$ cat config.mk
export PLATFORM = sky130hd
export DESIGN_NAME = uart_receiver
export DESIGN_NICKNAME = d
export VERILOG_FILES = /design/src/rtl/uart_receiver_pkg.sv /design/src/rtl/uart_rx_sync.sv /design/src/rtl/uart_receiver.sv
export SDC_FILE = /design/constraint.sdc
export NUM_CORES = 1
export LEC_CHECK = 0
export ABC_AREA = 0
export BUFFER_PORTS_ARGS = -buffer_cell sky130_fd_sc_hd__buf_2
export CORE_MARGIN = 1.5
export CORE_UTILIZATION = 58
export DETAILED_ROUTE_END_ITERATION = 16
export PLACE_DENSITY = 0.87
export SKIP_LAST_GASP = 1
export SYNTH_ARGS = -nofsm -noshare
export SYNTH_HDL_FRONTEND = slang
export SYNTH_SLANG_ARGS = --single-unit
$ cat constraint.sdc
create_clock -name clk -period 2.2 [get_ports clk]
set_input_delay 0.44 -clock clk [delete_from_list [all_inputs] [get_ports clk]]
set_output_delay 0.44 -clock clk [all_outputs]
set_load 0.03 [all_outputs]
$ cat src/rtl/uart_receiver_pkg.sv
// Shared definitions for the UART receive path: state encoding, frame
// geometry and the default bit period used by both ends of the link.
package uart_receiver_pkg;

  // Data bits per 8N1 frame.
  localparam int UART_DATA_BITS = 8;

  // Default clk cycles per serial bit; uart_transmitter uses the same value.
  localparam int UART_CLKS_PER_BIT = 87;

  typedef enum logic [2:0] {
    S_IDLE  = 3'd0,
    S_START = 3'd1,
    S_DATA  = 3'd2,
    S_STOP  = 3'd3,
    S_BREAK = 3'd4
  } uart_rx_state_e;

endpackage

$ cat src/rtl/uart_rx_sync.sv
// Multi-flop synchroniser for the asynchronous rx pin. Resets to 1 so an
// idle-high line never looks like a start bit right after reset.
module uart_rx_sync #(
  parameter int SYNC_STAGES = 2
) (
  input  logic clk,
  input  logic rst_n,
  input  logic d,
  output logic q
);

  logic [SYNC_STAGES-1:0] sync_q;
  logic [SYNC_STAGES-1:0] sync_d;

  // Shift the raw input one stage deeper every cycle.
  always_comb begin
    sync_d = {sync_q[SYNC_STAGES-2:0], d};
  end

  // Synchroniser flop chain, preset to the idle level.
  always_ff @(posedge clk or negedge rst_n) begin
    if (!rst_n) begin
      sync_q <= '1;
    end else begin
      sync_q <= sync_d;
    end
  end

  assign q = sync_q[SYNC_STAGES-1];

endmodule

$ cat src/rtl/uart_receiver.sv
// 8N1 UART receiver: mid-bit sampling of a synchronised rx line, LSB first,
// one-cycle rx_done per good frame and one-cycle frame_err on a low stop bit.
module uart_receiver
  import uart_receiver_pkg::*;
#(
  parameter int CLKS_PER_BIT = UART_CLKS_PER_BIT,
  parameter int SYNC_STAGES  = 2
) (
  input  logic       clk,
  input  logic       rst_n,
  input  logic       rx,
  output logic [7:0] rx_byte,
  output logic       rx_done,
  output logic       rx_busy,
  output logic       frame_err
);

  localparam int CW = $clog2(CLKS_PER_BIT);
  localparam logic [CW-1:0] HALF     = CW'((CLKS_PER_BIT - 1) / 2);
  localparam logic [CW-1:0] LAST     = CW'(CLKS_PER_BIT - 1);
  localparam logic [2:0]    LAST_IDX = 3'(UART_DATA_BITS - 1);

  logic rs;

  uart_rx_state_e state_q, state_d;
  logic [CW-1:0]  cnt_q, cnt_d;
  logic [2:0]     idx_q, idx_d;
  logic [7:0]     shift_q, shift_d;
  logic [7:0]     byte_q, byte_d;
  logic           done_q, done_d;
  logic           err_q, err_d;
  logic           busy_q, busy_d;

  uart_rx_sync #(
    .SYNC_STAGES(SYNC_STAGES)
  ) u_sync (
    .clk  (clk),
    .rst_n(rst_n),
    .d    (rx),
    .q    (rs)
  );

  // Next-state, counter, shift-register and strobe logic.
  always_comb begin
    state_d = state_q;
    cnt_d   = cnt_q;
    idx_d   = idx_q;
    shift_d = shift_q;
    byte_d  = byte_q;
    done_d  = 1'b0;
    err_d   = 1'b0;

    case (state_q)
      S_IDLE: begin
        cnt_d = '0;
        idx_d = 3'd0;
        if (!rs) begin
          state_d = S_START;
        end else begin
          state_d = S_IDLE;
        end
      end

      S_START: begin
        if (cnt_q == HALF) begin
          cnt_d = '0;
          // Still low at mid-start: real start bit; otherwise a glitch.
          if (!rs) begin
            state_d = S_DATA;
          end else begin
            state_d = S_IDLE;
          end
        end else begin
          cnt_d = cnt_q + CW'(1);
        end
      end

      S_DATA: begin
        if (cnt_q == LAST) begin
          cnt_d          = '0;
          shift_d[idx_q] = rs;
          if (idx_q == LAST_IDX) begin
            idx_d   = 3'd0;
            state_d = S_STOP;
          end else begin
            idx_d = idx_q + 3'd1;
          end
        end else begin
          cnt_d = cnt_q + CW'(1);
        end
      end

      S_STOP: begin
        if (cnt_q == LAST) begin
          cnt_d = '0;
          // Leaving at mid-stop gives half a bit of slack for a
          // back-to-back start edge.
          if (rs) begin
            byte_d  = shift_q;
            done_d  = 1'b1;
            state_d = S_IDLE;
          end else begin
            err_d   = 1'b1;
            state_d = S_BREAK;
          end
        end else begin
          cnt_d = cnt_q + CW'(1);
        end
      end

      S_BREAK: begin
        cnt_d = '0;
        // A held-low line must go high before another start is accepted.
        if (rs) begin
          state_d = S_IDLE;
        end else begin
          state_d = S_BREAK;
        end
      end

      default: begin
        state_d = S_IDLE;
        cnt_d   = '0;
        idx_d   = 3'd0;
      end
    endcase

    busy_d = (state_d != S_IDLE);
  end

  // State, counters, data and registered outputs.
  always_ff @(posedge clk or negedge rst_n) begin
    if (!rst_n) begin
      state_q <= S_IDLE;
      cnt_q   <= '0;
      idx_q   <= 3'd0;
      shift_q <= 8'h00;
      byte_q  <= 8'h00;
      done_q  <= 1'b0;
      err_q   <= 1'b0;
      busy_q  <= 1'b0;
    end else begin
      state_q <= state_d;
      cnt_q   <= cnt_d;
      idx_q   <= idx_d;
      shift_q <= shift_d;
      byte_q  <= byte_d;
      done_q  <= done_d;
      err_q   <= err_d;
      busy_q  <= busy_d;
    end
  end

  assign rx_byte   = byte_q;
  assign rx_done   = done_q;
  assign frame_err = err_q;
  assign rx_busy   = busy_q;

endmodule

==> results of run 1 <==
-- path summary, 6_finish.rpt --
| check | startpoint | end | slack (ns) | depth (start not counted) |
|---|---|---|---|---|
| min in group clk | rx | u_sync.sync_q[0] | 0.20 | 1 |
| hold reg to reg | u_sync.sync_q[0] | u_sync.sync_q[1] | 0.36 | 0 |
| setup / recovery | cnt_q[0] | rx_byte[0] | 0.25 | 6 |
| setup reg to reg | cnt_q[0] | rx_byte[0] | 0.25 | 6 |
| max in group asynchronous | rst_n | shift_q[5] | 1.58 | 1 |
| hold / removal | rst_n | state_q[2] | 0.14 | 1 |
-- registers in the layout, indices dropped and copies added, names as in the netlist --
name and cells:
idx_q 3, rx_busy 1, shift_q 8, cnt_q 7, state_q 3, frame_err 1
u_sync.sync_q 2, rx_done 1, rx_byte 8
-- layout make-up --
type                       count  share of cell area
sequential                    34               0.476
clock buffer                   8              0.0328
multi-input combinational     97               0.410
tap                           31              0.0216
inverter                       5              0.0105
timing repair buffer          16              0.0489
-- cells by family after synthesis --
kind of cell | share of synthesized area
buffers and inverters | 0.0395
flip-flops | 0.518
adder cells (fa/ha/maj) | 0.0304
AO/OA/AOI/OAI | 0.0653
multiplexers | 0.128
AND/OR/NAND/NOR | 0.193
XOR/XNOR | 0.0266
-- layout by cell type (no fill, tap or decap), drive strengths merged, types with 3 or more instances in the layout --
cell    count
o21ai       5
ha          4
clkbuf      8
inv         5
mux2       16
nand4       4
dfrtp      32
nor3        3
nand3       6
nor2       16
xnor2       3
nand2       8
nor2b       4
buf        16
a22oi       3
nor3b       5
-- timing repair --
action,in CTS,in global routing
resized for setup,0,1
hold buffers,0,0
setup endpoints to repair,0,8
-- power breakdown --
| group | internal, mW | total (mW) | switching [mW] |
|---|---|---|---|
| Clock | 0.158 | 0.360 | 0.202 |
| Combinational | 0.0294 | 0.0853 | 0.0559 |
| Sequential | 0.639 | 0.652 | 0.0132 |
-- metrics by stage --
step | cells | utilization | cell area, sq um | hold slack [ns]
floorplan | 144 | - | 1650 | 0.144
global placement | 183 | 0.632 | 1730 | 0.347
detailed placement | 183 | 0.632 | 1730 | 0.352
CTS | 191 | 0.654 | 1790 | 0.152
global route | 191 | 0.655 | 1790 | 0.172
finish | 191 | 0.655 | 1790 | 0.142
-- worst max-delay path, cell delays in order, from the launching register on --
cell,delay (ns)
sky130_fd_sc_hd__dfrtp_1,0.42
sky130_fd_sc_hd__inv_1,0.07
sky130_fd_sc_hd__ha_1,0.17
sky130_fd_sc_hd__and4bb_4,0.31
sky130_fd_sc_hd__nand3_4,0.11
sky130_fd_sc_hd__or3_4,0.44
sky130_fd_sc_hd__mux2_4,0.33
-- metal layers --
metal,vias up,GRT usage,routed length [um]
li1,534,-,-
met1,565,0.280,1290
met2,31,0.375,1640
met3,8,0.0853,159
met4,0,0.102,69
met5,-,0,0
==> impl_table.tex, run 1 <==
\begin{tabular}{lr}
\hline
Metric & Value \\
\hline
\multicolumn{2}{l}{\textbf{CTS}} \\
\quad Count of buffers added by post-CTS timing repair for setup & 0 \\
\quad Clock root cell & sky130\_fd\_sc\_hd\_\_clkbuf\_4 \\
\quad Clock-pin slew of the registers on the worst-case setup and hold paths & 0.10 ns \\
\quad Clock sink count & 34 \\
\quad Clock tree from TritonCTS & yes \\
\quad Insertion delay of the later-clocked pin in the worst-skew pair & 0.34 ns \\
\quad Number of CTS-inserted buffers & 5 \\
\quad H-Tree Depth & 2 \\
\quad Number of buffers on the longest clock path & 2 \\
\multicolumn{2}{l}{\textbf{Synth}} \\
\quad Top-area cell type share of the netlist area & 0.486 \\
\quad Most numerous cell in the Yosys netlist & sky130\_fd\_sc\_hd\_\_dfrtp\_1 \\
\quad Cell variety after synth & 37 \\
\quad Dominant cells by area after synthesis & sky130\_fd\_sc\_hd\_\_dfrtp\_1 49\%, sky130\_fd\_sc\_hd\_\_mux2\_4 7.3\%, sky130\_fd\_sc\_hd\_\_mux2\_2 5.5\%, sky130\_fd\_sc\_hd\_\_nor2\_1 3.6\%, sky130\_fd\_sc\_hd\_\_dfstp\_2 3.2\% \\
\quad Cell area after synthesis & 1650 sq um \\
\quad Synth Area per Inst & $\sim$11 sq um \\
\quad Commonest cells in the netlist & 32 x sky130\_fd\_sc\_hd\_\_dfrtp\_1, 16 x sky130\_fd\_sc\_hd\_\_nor2\_1, 8 x sky130\_fd\_sc\_hd\_\_mux2\_2, 8 x sky130\_fd\_sc\_hd\_\_mux2\_4, 8 x sky130\_fd\_sc\_hd\_\_nand2\_1 \\
\quad Number of enable-type register cells in the synthesized netlist & 0 \\
\quad Share of flip-flops with an asynchronous set or reset after synthesis & 1.00 \\
\quad Mapped Nets & 151 \\
\quad \#FFs+latches synth & 34 \\
\quad Dominant register cell in the synthesized netlist & sky130\_fd\_sc\_hd\_\_dfrtp\_1 \\
\quad Cell accounting for the most synthesized area & sky130\_fd\_sc\_hd\_\_dfrtp\_1 \\
\quad Seq/Total Area, Yosys & 0.518 \\
\quad Cells after synthesis & roughly 140 \\
\quad Synthesis warning total & 0 \\
\multicolumn{2}{l}{\textbf{Drt}} \\
\quad Post-detailed-route count of antenna-violating nets & 0 \\
\quad Number of vias per cell after detailed routing & 5.96 \\
\quad DRT iter0 DRCs & 15 \\
\quad Pre-Repair DR Iteration Count & 4 \\
\quad Via count & 1,138 \\
\quad DRC violation count after routing & 0 \\
\quad Drt total wl & 3.16 mm \\
\quad Drt wl/cell & 16.5 um \\
\multicolumn{2}{l}{\textbf{Global route}} \\
\quad Largest net degree at the start of global routing & 35 \\
\quad Vias in the first global route & $\sim$1,200 \\
\quad Total GRT Usage & 0.232 \\
\quad Global route overflow & 0 \\
\quad Number of antenna violations at the first check in global routing & 0 \\
\quad First-pass GRT wire length & 5.52 mm \\
\multicolumn{2}{l}{\textbf{Timing}} \\
\quad Final period demand of the worst path & 1.95 ns \\
\quad Count of final max-slew check failures & 0 \\
\quad Finish-stage setup viols & 0 \\
\quad Setup slack after layout & 0.251 ns \\
\quad Least-Margin Pin Slew & between 0.7 and 0.8 ns \\
\quad Achievable clock frequency & roughly 510 MHz \\
\quad RSZ-0062 raised after global routing & false \\
\quad Count of final hold-check violations & 0 \\
\quad Headroom to the max-slew limit & 0.512 \\
\quad Sum of negative setup slack & 0 ns \\
\quad Final worst-path cycle share & 0.886 \\
\quad Final Skew & 0.0105 ns \\
\multicolumn{2}{l}{\textbf{Worst hold path}} \\
\quad Worst Hold Class & primary input to async pin \\
\multicolumn{2}{l}{\textbf{Pwr}} \\
\quad Power Density & between 600 and 700 nW/um\^{}2 \\
\quad Cell leakage power & 0.877 nW \\
\quad Power after layout & 1.10 mW \\
\quad Peak ir drop on the vdd network & 0.000483 V \\
\multicolumn{2}{l}{\textbf{Floorplan}} \\
\quad Width of the die & 56.3 um \\
\quad Initial core utilization & 0.603 \\
\quad Die Footprint & between 3000 and 4000 sq um \\
\quad Die outline height & $\sim$56 um \\
\quad Number of placement rows & 19 \\
\quad IO Pins & 14 \\
\quad Area of the placeable core & approximately 2700 sq um \\
\multicolumn{2}{l}{\textbf{Setup path}} \\
\quad Critical path capture point type & flop \\
\quad Worst path required time & between 2 and 2.5 ns \\
\quad Worst Setup Start Kind & flop \\
\quad Worst path arrival time & about 2.2 ns \\
\quad Maximum net fanout on the critical path & 8 \\
\quad Category of the critical setup timing path & flop to flop \\
\multicolumn{2}{l}{\textbf{Placement}} \\
\quad Gp weighted congestion & 0.842 \\
\quad Placed wire-length estimate & 2.34 mm \\
\quad Number of I/O port buffers & 13 \\
\quad Post-place setup slack & 0.0875 ns \\
\multicolumn{2}{l}{\textbf{Cells and area}} \\
\quad Final-layout fill cell count & 213 \\
\quad Synthesis-to-finish area growth & 8.73\% \\
\quad Combined flip-flop and latch cell area & 853 sq um \\
\quad Final layout net count & 166 \\
\quad Area of the multi-input gates & roughly 730 sq um \\
\quad N\_diodes & 0 \\
\quad Fraction of layout cells with a size suffix above 1 & 0.275 \\
\multicolumn{2}{l}{\textbf{Job}} \\
\quad Number of maximum-capacitance constraint violations & 0 \\
\multicolumn{2}{l}{\textbf{Outcome}} \\
\quad Outcome & finished clean \\
\hline
\end{tabular}
Power figures use the tool's default switching activity.
==> inputs of run 2 (changes only) <==
- clock period: 2.2 -> 1.9 ns (I/O delays scaled with it)
==> run 2 against run 1 <==
Net effect:
- hold slack got worse by 0.073 ns
- sequential power rose by 15%
- non-clock buffer count rose by 10
- core utilization rose by 3.2 points
- register-to-register slack worse by 0.23 ns
- critical path depth increased by 1
- final area grew 5.0%
- clock power is 5% higher
- combinational power rose by 41%
- sequential share of layout area shrank 2.2 points
- routed wire length is 6.0% higher
- via count increased by 4.7%
- critical path type unchanged
- highest routed layer unchanged
==> impl_table.tex, run 2 (synthesized netlist as in run 1, its figures left out) <==
\begin{tabular}{lr}
\hline
Metric & Value \\
\hline
\multicolumn{2}{l}{\textbf{Pwr}} \\
\quad Power after layout & 1.25 mW \\
\quad Switching fraction of total power & 0.255 \\
\quad Total internal power & between 0.9 and 1 mW \\
\quad Share of power burned in combinational logic & 0.096 \\
\quad Sequential share of power & 0.600 \\
\quad P\_sw & 0.318 mW \\
\quad Proportion of power drawn by the clock network & 0.304 \\
\quad Cell leakage power & 0.922 nW \\
\quad Peak ir drop on the vdd network & 0.000754 V \\
\quad Power Density & about 660 nW/um\^{}2 \\
\multicolumn{2}{l}{\textbf{Global route}} \\
\quad Largest net degree at the start of global routing & 35 \\
\quad First-pass GRT wire length & 5.45 mm \\
\quad Number of antenna violations at the first check in global routing & 0 \\
\quad Total GRT Usage & 0.232 \\
\quad Vias in the first global route & 1,207 \\
\quad Global route overflow & 0 \\
\multicolumn{2}{l}{\textbf{Placement}} \\
\quad Placed wire-length estimate & 2.26 mm \\
\quad Number of I/O port buffers & 13 \\
\quad Post-place setup slack & 0.0234 ns \\
\quad Gp weighted congestion & around 0.85 \\
\multicolumn{2}{l}{\textbf{Timing}} \\
\quad Achievable clock frequency & 532 MHz \\
\quad Setup slack after layout & 0.0204 ns \\
\quad RSZ-0062 raised after global routing & true \\
\quad Count of final max-slew check failures & 0 \\
\quad Final worst-path cycle share & 0.989 \\
\quad Headroom to the max-slew limit & 0.522 \\
\quad Count of final hold-check violations & 0 \\
\quad Finish-stage setup viols & 0 \\
\quad Final Skew & 0.0267 ns \\
\quad Least-Margin Pin Slew & 0.717 ns \\
\quad Final period demand of the worst path & 1.88 ns \\
\multicolumn{2}{l}{\textbf{Floorplan}} \\
\quad IO Pins & 14 \\
\quad Die Footprint & 3170 sq um \\
\quad Number of placement rows & 19 \\
\quad Area of the placeable core & 2730 sq um \\
\quad Width of the die & around 56 um \\
\quad Initial core utilization & 0.603 \\
\quad Die outline height & 56.3 um \\
\multicolumn{2}{l}{\textbf{Setup path}} \\
\quad Maximum net fanout on the critical path & 8 \\
\quad Number of cell instances on the worst register-to-register path & 7 \\
\quad Setup crit start & cnt\_q[0] \\
\quad Critical R2R Launch & cnt\_q[0] \\
\quad Endpoint of the worst-slack reg-to-reg timing path & rx\_byte[4] \\
\quad Worst Setup Start Kind & flop \\
\quad Worst path required time & 2.12 ns \\
\quad Worst path arrival time & 2.10 ns \\
\quad Critical path capture point & rx\_byte[4] \\
\quad Category of the critical setup timing path & flop to flop \\
\quad Critical path capture point type & flop \\
\quad R2r setup slk & 0.02 ns \\
\multicolumn{2}{l}{\textbf{Drt}} \\
\quad Via count & 1,192 \\
\quad Drt wl/cell & 16.7 um \\
\quad Detailed-route wire length on metal 1 & 1.32 mm \\
\quad DRC violation count after routing & 0 \\
\quad Sum of met3 wire segment lengths after detailed routing & 215 um \\
\quad Top routing layer used & met4 \\
\quad Pre-Repair DR Iteration Count & 4 \\
\quad Post-detailed-route count of antenna-violating nets & 0 \\
\quad Number of vias per cell after detailed routing & 5.93 \\
\quad DRT iter0 DRCs & 62 \\
\quad Drt total wl & between 3 and 4 mm \\
\quad Routed wl met2 & roughly 1.8 mm \\
\multicolumn{2}{l}{\textbf{Cells and area}} \\
\quad Top library cells by usage in the layout, fill and taps aside & 32 x sky130\_fd\_sc\_hd\_\_dfrtp\_1, 16 x sky130\_fd\_sc\_hd\_\_nor2\_1, 13 x sky130\_fd\_sc\_hd\_\_buf\_2 \\
\quad Final layout net count & about 180 \\
\quad Fraction of layout cells with a size suffix above 1 & 0.335 \\
\quad N\_diodes & 0 \\
\quad Synthesis-to-finish area growth & 14.1\% \\
\quad Most frequent standard cell in the layout excluding fill and tap cells & sky130\_fd\_sc\_hd\_\_dfrtp\_1 \\
\multicolumn{2}{l}{\textbf{CTS}} \\
\quad Clock tree from TritonCTS & yes \\
\quad Clock-pin slew of the registers on the worst-case setup and hold paths & 0.12 ns \\
\quad Clock sink count & 34 \\
\quad Insertion delay of the later-clocked pin in the worst-skew pair & about 0.35 ns \\
\quad H-Tree Depth & 2 \\
\quad Clock root cell & sky130\_fd\_sc\_hd\_\_clkbuf\_4 \\
\quad Number of CTS-inserted buffers & 5 \\
\quad Number of buffers on the longest clock path & 2 \\
\multicolumn{2}{l}{\textbf{Outcome}} \\
\quad Outcome & finished clean \\
\multicolumn{2}{l}{\textbf{Job}} \\
\quad Number of maximum-capacitance constraint violations & 0 \\
\multicolumn{2}{l}{\textbf{Worst hold path}} \\
\quad Worst Hold Class & primary input to async pin \\
\hline
\end{tabular}
[run 2: how the worst min path moves through the flow]
stage | cells after the start | from | end
floorplan | 0 | rst_n | cnt_q[0]
global placement | 0 | u_sync.sync_q[0] | u_sync.sync_q[1]
detailed placement | 0 | u_sync.sync_q[0] | u_sync.sync_q[1]
CTS | 1 | rst_n | idx_q[2]
global route | 1 | rx | u_sync.sync_q[0]
finish | 1 | rst_n | rx_done
[run 2: critical path, cell delays in order, from the launching register on]
cell,delay [ns]
sky130_fd_sc_hd__dfrtp_1,0.39
sky130_fd_sc_hd__inv_1,0.06
sky130_fd_sc_hd__ha_2,0.18
sky130_fd_sc_hd__and4bb_4,0.27
sky130_fd_sc_hd__nand3_4,0.08
sky130_fd_sc_hd__or3_4,0.34
sky130_fd_sc_hd__buf_8,0.16
sky130_fd_sc_hd__mux2_4,0.30
[run 2: power by group through the flow]
stage / Clock [mW] / Sequential (mW) / Combinational [mW]
floorplan: 0 / 0.766 / 0.0625
global placement: 0 / 0.761 / 0.106
detailed placement: 0 / 0.763 / 0.115
CTS: 0.394 / 0.748 / 0.116
global route: 0.421 / 0.751 / 0.135
finish: 0.379 / 0.748 / 0.120
[run 2: repair_timing]
item | CTS | global route
hold buffers | 0 | 0
gates resized for setup | 0 | 6
setup endpoints to repair | 0 | 10
setup buffers | 0 | 1
[run 2: final cells by class]
type / instances / area [sq um]
Clock buffer: 7 / 45.0
Clock inverter: 1 / 7.51
Fill cell: 196 / 853
Inverter: 5 / 18.8
Multi-Input combinational cell: 97 / 747
Sequential cell: 34 / 853
Tap cell: 31 / 38.8
Timing Repair Buffer: 26 / 170
[run 2: per-layer routing]
metal | up-vias | global-route usage
met1 | 574 | 0.282
met2 | 53 | 0.382
met5 | - | 0
li1 | 557 | -
met4 | 0 | 0.0986
met3 | 8 | 0.0714
[run 2: stage by stage]
step | utilization | cells | hold WS, ns | TNS [ns] | area [sq um]
after CTS | 0.676 | 200 | 0.0908 | 0 | 1850
after global routing | 0.688 | 201 | 0.108 | -0.290 | 1880
after floorplan | - | 144 | 0.0844 | 0 | 1650
after detailed placement | 0.657 | 192 | 0.348 | 0 | 1800
after global placement | 0.657 | 192 | 0.347 | 0 | 1800
final | 0.688 | 201 | 0.0690 | 0 | 1880
